**config.mk**
```make
export PLATFORM = sky130hd
export DESIGN_NAME = pipeline_exe_muldiv
export DESIGN_NICKNAME = d
export VERILOG_FILES = /design/src/rtl/pipeline_exe_muldiv.sv
export SDC_FILE = /design/constraint.sdc
export NUM_CORES = 1
export LEC_CHECK = 0
export CAP_MARGIN = 20
export CORE_UTILIZATION = 45
export DETAILED_ROUTE_END_ITERATION = 6
export HOLD_SLACK_MARGIN = 0.1
export PLACE_DENSITY = 0.71
export SLEW_MARGIN = 20
export SYNTH_ARGS = -nofsm -noshare
export SYNTH_HDL_FRONTEND = slang
export SYNTH_SLANG_ARGS = --single-unit
export TNS_END_PERCENT = 5
```
**constraint.sdc**
```tcl
create_clock -name clk -period 8.63 [get_ports clk]
set_clock_uncertainty 0.15 [all_clocks]
set_input_delay 1.2945 -clock clk [delete_from_list [all_inputs] [get_ports clk]]
set_output_delay 1.2945 -clock clk [all_outputs]
set_load 0.01 [all_outputs]
```
**src/rtl/pipeline_exe_muldiv.sv**
```systemverilog
// EXE-stage RV32M multiply/divide unit with the EXE->MEM pipeline register.
// Non-M ops pass through in one cycle; M ops iterate one bit per cycle while stalling IF/ID.

`ifndef DMEM_NO
`define DMEM_NO 4'b1111
`endif

module pipeline_exe_muldiv #(
  parameter int XLEN = 32
) (
  input  logic            clk,
  input  logic            reset,
  input  logic            flush_i,
  input  logic            valid_d_i,
  input  logic            muldiv_en_d_i,
  input  logic [2:0]      muldiv_op_d_i,
  input  logic [XLEN-1:0] rs1_d_i,
  input  logic [XLEN-1:0] rs2_d_i,
  input  logic [XLEN-1:0] alu_result_d_i,
  input  logic [31:0]     store_data_d_i,
  input  logic [3:0]      dmem_type_d_i,
  input  logic [31:0]     extended_imm_d_i,
  input  logic [31:0]     pc_plus_d_i,
  input  logic            reg_write_en_d_i,
  input  logic [4:0]      rd_idx_d_i,
  input  logic [3:0]      result_src_d_i,
  output logic            stall_e_o,
  output logic [XLEN-1:0] alu_result_e_o,
  output logic [31:0]     store_data_e_o,
  output logic [3:0]      dmem_type_e_o,
  output logic [31:0]     extended_imm_e_o,
  output logic [31:0]     pc_plus_e_o,
  output logic            reg_write_en_e_o,
  output logic [4:0]      rd_idx_e_o,
  output logic [3:0]      result_src_e_o
);

  localparam int CW = $clog2(XLEN);
  localparam logic [CW-1:0] LAST_CNT = CW'(XLEN - 1);
  localparam logic [XLEN-1:0] MIN_INT = {1'b1, {(XLEN-1){1'b0}}};

  localparam logic [2:0] OP_MUL    = 3'd0;
  localparam logic [2:0] OP_MULH   = 3'd1;
  localparam logic [2:0] OP_MULHSU = 3'd2;
  localparam logic [2:0] OP_DIV    = 3'd4;
  localparam logic [2:0] OP_REM    = 3'd6;

  typedef enum logic [1:0] {IDLE, CALC, DONE} state_t;

  state_t          state, next_state;
  logic [CW-1:0]   cnt;
  logic            start, step, take_input, take_result;

  logic [2:0]      op_q;
  logic [XLEN-1:0] a_mag_q, b_mag_q, rs1_q, hi_q, lo_q;
  logic            a_neg_q, neg_res_q, div_zero_q, ovf_q;

  logic [31:0]     store_data_q, extended_imm_q, pc_plus_q;
  logic [3:0]      dmem_type_q, result_src_q;
  logic            reg_write_en_q;
  logic [4:0]      rd_idx_q;

  logic            a_signed, b_signed, a_neg, b_neg, is_div;
  logic [XLEN:0]   mul_sum, div_trial;
  logic [2*XLEN-1:0] prod_fix;
  logic [XLEN-1:0] quo_fix, rem_fix, md_result;

  always_comb begin
    next_state  = state;
    stall_e_o   = 1'b0;
    start       = 1'b0;
    step        = 1'b0;
    take_input  = 1'b0;
    take_result = 1'b0;
    case (state)
      IDLE: begin
        if (valid_d_i && !flush_i) begin
          if (muldiv_en_d_i) begin
            start      = 1'b1;
            stall_e_o  = 1'b1;
            next_state = CALC;
          end else begin
            take_input = 1'b1;
          end
        end
      end
      CALC: begin
        if (flush_i) begin
          next_state = IDLE;
        end else begin
          stall_e_o = 1'b1;
          step      = 1'b1;
          if (cnt == LAST_CNT) next_state = DONE;
        end
      end
      DONE: begin
        next_state  = IDLE;
        take_result = !flush_i;
      end
      default: next_state = IDLE;
    endcase
  end

  always_ff @(posedge clk) begin
    if (reset) begin
      state <= IDLE;
      cnt   <= '0;
    end else begin
      state <= next_state;
      cnt   <= start ? '0 : (step ? cnt + 1'b1 : cnt);
    end
  end

  always_comb begin
    a_signed = (muldiv_op_d_i == OP_MUL) || (muldiv_op_d_i == OP_MULH) ||
               (muldiv_op_d_i == OP_MULHSU) || (muldiv_op_d_i == OP_DIV) ||
               (muldiv_op_d_i == OP_REM);
    b_signed = (muldiv_op_d_i == OP_MUL) || (muldiv_op_d_i == OP_MULH) ||
               (muldiv_op_d_i == OP_DIV) || (muldiv_op_d_i == OP_REM);
    a_neg    = a_signed && rs1_d_i[XLEN-1];
    b_neg    = b_signed && rs2_d_i[XLEN-1];
    is_div   = muldiv_op_d_i[2];
  end

  // Multiply: {hi,lo} shifts right, lo starts as the multiplier.
  // Divide: lo shifts left carrying the dividend in and quotient bits out, hi holds the partial remainder.
  always_comb begin
    mul_sum   = {1'b0, hi_q} + (lo_q[0] ? {1'b0, a_mag_q} : '0);
    div_trial = {hi_q, lo_q[XLEN-1]} - {1'b0, b_mag_q};
  end

  always_ff @(posedge clk) begin
    if (start) begin
      op_q       <= muldiv_op_d_i;
      a_mag_q    <= a_neg ? -rs1_d_i : rs1_d_i;
      b_mag_q    <= b_neg ? -rs2_d_i : rs2_d_i;
      rs1_q      <= rs1_d_i;
      a_neg_q    <= a_neg;
      neg_res_q  <= a_neg ^ b_neg;
      div_zero_q <= is_div && (rs2_d_i == '0);
      ovf_q      <= ((muldiv_op_d_i == OP_DIV) || (muldiv_op_d_i == OP_REM)) &&
                    (rs1_d_i == MIN_INT) && (rs2_d_i == '1);
      hi_q       <= '0;
      lo_q       <= is_div ? (a_neg ? -rs1_d_i : rs1_d_i) : (b_neg ? -rs2_d_i : rs2_d_i);

      store_data_q   <= store_data_d_i;
      dmem_type_q    <= dmem_type_d_i;
      extended_imm_q <= extended_imm_d_i;
      pc_plus_q      <= pc_plus_d_i;
      reg_write_en_q <= reg_write_en_d_i;
      rd_idx_q       <= rd_idx_d_i;
      result_src_q   <= result_src_d_i;
    end else if (step) begin
      if (!op_q[2]) begin
        hi_q <= mul_sum[XLEN:1];
        lo_q <= {mul_sum[0], lo_q[XLEN-1:1]};
      end else if (!div_trial[XLEN]) begin
        hi_q <= div_trial[XLEN-1:0];
        lo_q <= {lo_q[XLEN-2:0], 1'b1};
      end else begin
        hi_q <= {hi_q[XLEN-2:0], lo_q[XLEN-1]};
        lo_q <= {lo_q[XLEN-2:0], 1'b0};
      end
    end
  end

  // Divide-by-zero and signed overflow override the normal sign fixup.
  always_comb begin
    prod_fix = neg_res_q ? -{hi_q, lo_q} : {hi_q, lo_q};
    quo_fix  = neg_res_q ? -lo_q : lo_q;
    rem_fix  = a_neg_q ? -hi_q : hi_q;
    if (div_zero_q) begin
      quo_fix = '1;
      rem_fix = rs1_q;
    end else if (ovf_q) begin
      quo_fix = MIN_INT;
      rem_fix = '0;
    end
    if (op_q[2])
      md_result = op_q[1] ? rem_fix : quo_fix;
    else
      md_result = (op_q == OP_MUL) ? prod_fix[XLEN-1:0] : prod_fix[2*XLEN-1:XLEN];
  end

  always_ff @(posedge clk) begin
    if (reset || !(take_input || take_result)) begin
      alu_result_e_o   <= '0;
      store_data_e_o   <= '0;
      dmem_type_e_o    <= `DMEM_NO;
      extended_imm_e_o <= '0;
      pc_plus_e_o      <= '0;
      reg_write_en_e_o <= 1'b0;
      rd_idx_e_o       <= '0;
      result_src_e_o   <= '0;
    end else if (take_result) begin
      alu_result_e_o   <= md_result;
      store_data_e_o   <= store_data_q;
      dmem_type_e_o    <= dmem_type_q;
      extended_imm_e_o <= extended_imm_q;
      pc_plus_e_o      <= pc_plus_q;
      reg_write_en_e_o <= reg_write_en_q;
      rd_idx_e_o       <= rd_idx_q;
      result_src_e_o   <= result_src_q;
    end else begin
      alu_result_e_o   <= alu_result_d_i;
      store_data_e_o   <= store_data_d_i;
      dmem_type_e_o    <= dmem_type_d_i;
      extended_imm_e_o <= extended_imm_d_i;
      pc_plus_e_o      <= pc_plus_d_i;
      reg_write_en_e_o <= reg_write_en_d_i;
      rd_idx_e_o       <= rd_idx_d_i;
      result_src_e_o   <= result_src_d_i;
    end
  end

endmodule

```
==> results of run 1 <==
[per-stage QoR]
| step | cell area, sq um | total power, mW | utilization, % | std cells |
|---|---|---|---|---|
| after CTS | 28730 | 5.566 | 57.03 | 3476 |
| final | 28760 | 5.561 | 57.10 | 3481 |
| after global routing | 28760 | 5.779 | 57.10 | 3481 |
| after detailed placement | 27190 | 3.571 | 53.97 | 3392 |
| after floorplan | 23120 | 3.121 | - | 2491 |
| after global placement | 27190 | 3.556 | 53.97 | 3392 |
[power breakdown]
group / total [mW] / switching, mW / internal, mW / leakage, nW
Combinational: 1.20 / 0.708 / 0.494 / 6.40
Clock: 2.00 / 0.857 / 1.15 / 0.744
Sequential: 2.36 / 0.124 / 2.23 / 3.71
[cell type report]
cell class	instances	area [sq um]
clock inverter	24	309.0
inverter	66	255.2
clock buffer	60	1232
antenna	3	7.507
sequential	425	10950
fill	4428	21610
multi-input combinational	1845	11380
timing repair buffer	386	3791
tap	672	840.8
[kinds of logic after synthesis]
kind of cell | after synthesis | share of synthesized area, %
AND/OR/NAND/NOR | 817 | 16.30
AO/OA/AOI/OAI | 693 | 18.44
flip-flops | 425 | 47.36
buffers and inverters | 221 | 3.626
XOR/XNOR | 207 | 7.841
adder cells (fa/ha/maj) | 73 | 4.015
multiplexers | 55 | 2.424
[placed cells by master (no fill, tap or decap), types with 71 or more instances in the layout]
master	count
a21oi_1	258
xnor2_1	95
dfxtp_1	181
edfxtp_1	244
ha_1	71
nand2_1	395
xor2_1	111
o21ai_0	172
clkdlybuf4s50_1	355
nor2_1	127
[sequential cells by signal (all words and copies together), names as in the netlist, 31 cells and up]
name and flops:
alu_result_e_o 32, b_mag_q 32, extended_imm_e_o 32, pc_plus_q 32, hi_q 32, extended_imm_q 32
a_mag_q 32, rs1_q 31, lo_q 32, store_data_e_o 32, pc_plus_e_o 32, store_data_q 32
[worst max path at each step]
stage / startpoint / endpoint / slack, ns / cells after the start
final: flush_i / stall_e_o / 2.75 / 9
after global routing: flush_i / stall_e_o / 2.58 / 9
after CTS: flush_i / stall_e_o / 2.73 / 9
after detailed placement: flush_i / stall_e_o / 2.74 / 9
after global placement: flush_i / stall_e_o / 2.78 / 9
after floorplan: flush_i / lo_q[11]$_DFFE_PN_ / 3.12 / 7
[worst max-delay path, cell delays in order]
cell and delay, ns:
clkdlybuf4s50_1 0.47, nor2_1 0.30, nand3_1 0.13, or2_2 0.60, inv_8 0.55, nor2_1 0.15
buf_4 0.24, inv_1 0.11, clkdlybuf4s50_1 0.55
[layer usage]
layer / GRT usage, % / wire (um) / vias to the layer above
met5: 0 / 26 / -
met4: 15.52 / 4144 / 4
met3: 4.928 / 6328 / 201
met2: 49.04 / 37890 / 1032
met1: 37.99 / 31800 / 9983
li1: - / - / 9541
==> flow_metrics.py, run 1 <==
metrics = {
    "status": {
        "outcome": "completed",
    },
    "placement": {
        "pre_cts_ws_ns": 2.745,
        "placement.io_buffers": 356,
        "dp_hpwl_mm": 59.91,
        "globalplace.congestion": 0.9414,
    },
    "route": {
        "post_drt_wl_per_cell_um": 23.04,
        "detailedRoute.firstIterationViolations": 1924,
        "routed_wl_mm": 80.19,
        "firstDrtPassIters": 6,
        "viasPerCell": 5.964,
        "count_of_unresolved_drc_violations_after_routing": 0,
        "via_count": 20760,
        "final_antenna_net_count": 0,
    },
    "die": {
        "die_x_um": 228.7,
        "initial_utilization_pct": 45.90,
        "rows": 82,
        "die_area_sq_mm": 0.05229,
        "die_boundary_height_um": 228.7,
        "coreArea_sq_mm": 0.05038,
        "boundaryPins": 357,
    },
    "critical_path": {
        "critPathLaunchType": "input port",
        "critical_path_arrival_ns": 4.43,
        "critPathRequiredTime_ns": 7.19,
        "timing.rr.start": "hi_q[0]$_SDFFE_PP0P_",
        "timing.setup.critical_path_class": "input port to output port",
        "rr_endpoint": "hi_q[5]$_SDFFE_PP0P_",
        "endpoint_kind": "output port",
        "timing.reg2reg.worst_path_depth": 12,
        "critPathMaxFanout": 82,
        "reg2reg_setup_slack_ns": 4.25,
    },
    "clock_tree": {
        "latest_clock_arrival_within_the_worst_skew_pair_ns": 0.60,
        "post-cts-setup-buffers": 0,
        "cts_max_path_buffers": 3,
        "ctsHtreeMaxLevel": 2,
        "clkTransAtPathRegs_ns": 0.06,
        "cts_bufs_inserted": 45,
        "cts_resized": 0,
        "cts.sink_count": 425,
        "clock_tree_from_tritoncts": "built",
        "cts_hold_buf": 0,
        "root_buffer": "clkbuf_16",
    },
    "synthesis": {
        "synth_warnings": 0,
        "netlist_instances": 2491,
        "synth_sequential_area_ratio_pct": 47.36,
        "proportion_of_synthesized_flip_flops_having_asynchronous_set_or_reset_pct": 0,
        "post_synth_num_cell_types": 77,
        "netlist.top_cell.by_area": "edfxtp_1",
        "synth-seq-cells": 425,
        "post_synth_instance_area_sq_mm": 0.02312,
        "ys.flop_type": "edfxtp_1",
        "post_synth_edffs": 244,
        "top_count_cell_post_synth": "nand2_1",
        "synth.top_cells.by_count": "396 x nand2_1, 258 x a21oi_1, 244 x edfxtp_1, 181 x dfxtp_1, 173 x o21ai_0",
        "synthesis.area_per_instance_sq_um": 9.282,
        "synth.net_count": 2778,
        "synth_top_area_share_pct": 31.69,
        "synthTopCellsByArea": "edfxtp_1 32%, dfxtp_1 16%, nand2_1 6.4%",
    },
    "global_routing": {
        "antenna_found_initial": 6,
        "grt_first_pass_wirelength_mm": 120.4,
        "first_global_vias": 20170,
        "grt.total_usage_pct": 29.93,
        "grt_start_max_net_pins": 83,
        "gr-total-overflow": 0,
    },
    "timing": {
        "tightest_slew_ns": 1.029,
        "max_clock_freq_ghz": 0.1702,
        "timing.max_slew.rel_slack_pct": 29.64,
        "grt_setup_unrepaired": "no",
        "totalNegativeSetupSlack_ns": 0,
        "report.final.setup_viol": 0,
        "worst_hold_slack_after_final_layout_ns": 0.3127,
        "final_slew_viol_count": 0,
        "timing.final.ws_setup_ns": 2.753,
        "timing.final.crit_share_pct": 68.10,
        "period_minus_slack_ns": 5.877,
        "hold_viol_final": 0,
    },
    "worst_hold_path": {
        "startpoint_of_the_worst_hold_path": "dmem_type_q[3]$_DFFE_PP_",
        "hold_depth": 2,
        "whs_endpoint": "dmem_type_e_o[3]$_SDFF_PP1_",
        "worstHoldPathType": "register to register",
    },
    "power": {
        "total_leakage_power_nw": 10.85,
        "power_per_unit_of_standard_cell_area_mw_per_mm2": 193.3,
        "ir_drop_mv": 0.1564,
    },
    "finish": {
        "share_of_layout_cells_above_drive_strength_1_pct": 5.381,
        "flow.area_growth_from_synthesis_pct": 24.40,
        "final_net_count": 3056,
    },
    "flow_run": {
        "maxCapViolCount": 0,
    },
}
No activity file was read; power rests on OpenSTA's default activity.
==> run 2: changes to the inputs <==
clock period = 4.9 ns   (was 8.63 ns; I/O delays follow)
==> run 2 against run 1 <==
First-iteration DRC count increased by 7.2%; worst setup slack worse by 2.1 ns; die area is the same; sequential power up 75%; critical endpoint is now alu_result_e_o[28]$_SDFF_PP0_; largest cell class unchanged; highest routed layer unchanged.
==> flow_metrics.py, run 2 (synthesis gave the netlist of run 1 again) <==
metrics = {
    "timing": {
        "timing.final.crit_share_pct": 86.84,
        "tightest_slew_ns": 0.9733,
        "max_clock_freq_ghz": 0.2350,
        "timing.final.ws_setup_ns": 0.6450,
        "grt_setup_unrepaired": "no",
        "worst_hold_slack_after_final_layout_ns": 0.3066,
        "hold_viol_final": 0,
        "timing.max_slew.rel_slack_pct": 35.11,
        "period_minus_slack_ns": 4.255,
        "totalNegativeSetupSlack_ns": 0,
        "final_slew_viol_count": 0,
        "report.final.setup_viol": 0,
    },
    "clock_tree": {
        "cts_hold_buf": 0,
        "clock_tree_from_tritoncts": "built",
        "cts_resized": 0,
        "cts_max_path_buffers": 3,
        "cts_bufs_inserted": 46,
        "clkTransAtPathRegs_ns": 0.06,
        "root_buffer": "clkbuf_16",
        "post-cts-setup-buffers": 0,
        "cts.sink_count": 425,
        "ctsHtreeMaxLevel": 2,
        "latest_clock_arrival_within_the_worst_skew_pair_ns": 0.59,
    },
    "route": {
        "count_of_unresolved_drc_violations_after_routing": 0,
        "post_drt_wl_per_cell_um": 23.87,
        "detailedRoute.firstIterationViolations": 2063,
        "routed_wl_mm": 83.65,
        "via_count": 20950,
        "final_antenna_net_count": 0,
        "firstDrtPassIters": 5,
        "viasPerCell": 5.977,
    },
    "global_routing": {
        "first_global_vias": 20310,
        "grt.total_usage_pct": 31.40,
        "grt_first_pass_wirelength_mm": 125.4,
        "grt_start_max_net_pins": 132,
        "gr-total-overflow": 0,
        "antenna_found_initial": 7,
    },
    "placement": {
        "pre_cts_ws_ns": 0.6379,
        "placement.io_buffers": 356,
        "place_inst": 3415,
        "globalplace.congestion": 0.9554,
        "dp_hpwl_mm": 62.84,
        "placed_area_sq_mm": 0.02738,
    },
    "power": {
        "power_per_unit_of_standard_cell_area_mw_per_mm2": 339.3,
        "total_leakage_power_nw": 10.94,
        "ir_drop_mv": 0.2540,
        "power_mw": 9.807,
    },
    "finish": {
        "flow.area_growth_from_synthesis_pct": 24.99,
        "layout.cells.most_common": "nand2_1",
        "fin_cells": 3505,
        "share_of_layout_cells_above_drive_strength_1_pct": 6.007,
        "final_net_count": 3079,
        "stdcell_area_sq_mm": 0.02890,
        "mostFrequentLayoutCells": "395 x nand2_1, 355 x clkdlybuf4s50_1, 258 x a21oi_1",
        "postLayoutCoreUtil_pct": 57.37,
    },
    "worst_hold_path": {
        "worstHoldPathType": "register to register",
        "whs_endpoint": "dmem_type_e_o[2]$_SDFF_PP1_",
        "startpoint_of_the_worst_hold_path": "dmem_type_q[2]$_DFFE_PP_",
        "hold_depth": 2,
    },
    "critical_path": {
        "reg2reg_setup_slack_ns": 0.65,
        "critical_path_arrival_ns": 4.54,
        "critPathRequiredTime_ns": 5.18,
        "timing.reg2reg.worst_path_depth": 11,
        "critPathLaunchType": "register",
        "critPathMaxFanout": 18,
        "timing.setup.critical_path_class": "register to register",
        "rr_endpoint": "alu_result_e_o[28]$_SDFF_PP0_",
        "timing.critical_path.from": "lo_q[0]$_DFFE_PN_",
        "endpoint_kind": "register",
        "timing.rr.start": "lo_q[0]$_DFFE_PN_",
    },
    "die": {
        "die_boundary_height_um": 228.7,
        "coreArea_sq_mm": 0.05038,
        "boundaryPins": 357,
        "die_x_um": 228.7,
        "initial_utilization_pct": 45.90,
        "die_area_sq_mm": 0.05229,
        "rows": 82,
    },
    "status": {
        "outcome": "completed",
    },
    "flow_run": {
        "maxCapViolCount": 0,
    },
}
-- run 2: worst max path at each step --
stage,cells after the start,end,slack [ns]
5_1_grt,11,alu_result_e_o[28]$_SDFF_PP0_,0.50
6_report,11,alu_result_e_o[28]$_SDFF_PP0_,0.65
3_5_place_dp,9,lo_q[27]$_DFFE_PN_,0.64
3_3_place_gp,9,lo_q[27]$_DFFE_PN_,0.71
2_1_floorplan,7,lo_q[11]$_DFFE_PN_,1.19
4_1_cts,11,alu_result_e_o[28]$_SDFF_PP0_,0.76
-- run 2: layout make-up --
type	count	area, sq um
fill	4435	21470
multi-input combinational	1845	11370
sequential	425	10950
timing repair buffer	408	3971
clock buffer	63	1308
tap	672	840.8
inverter	66	255.2
clock inverter	23	198.9
antenna	3	7.507
-- run 2: metal layers --
layer / track usage (%) / part of all wire, % / vias up
li1: - / - / 9587
met1: 39.77 / 40 / 10120
met2: 51.67 / 47 / 1011
met3: 5.077 / 7.5 / 220
met4: 16.17 / 5.3 / 8
met5: 0 / 0.056 / -
-- run 2: critical path, stage by stage, from the launching register on --
cell,delay [ns]
edfxtp_1,0.63
inv_1,0.14
ha_1,0.20
or4b_2,0.65
nor3_1,0.38
nand3_1,0.31
or2_2,0.53
o41ai_2,0.38
xor2_1,0.18
o21ai_0,0.09
a221oi_1,0.32
a21oi_1,0.13
-- run 2: where the power goes --
part           switching, mW  internal, mW
registers              0.191          3.93
clock network           1.50          1.99
logic                   1.30         0.897
total                   2.99          6.82
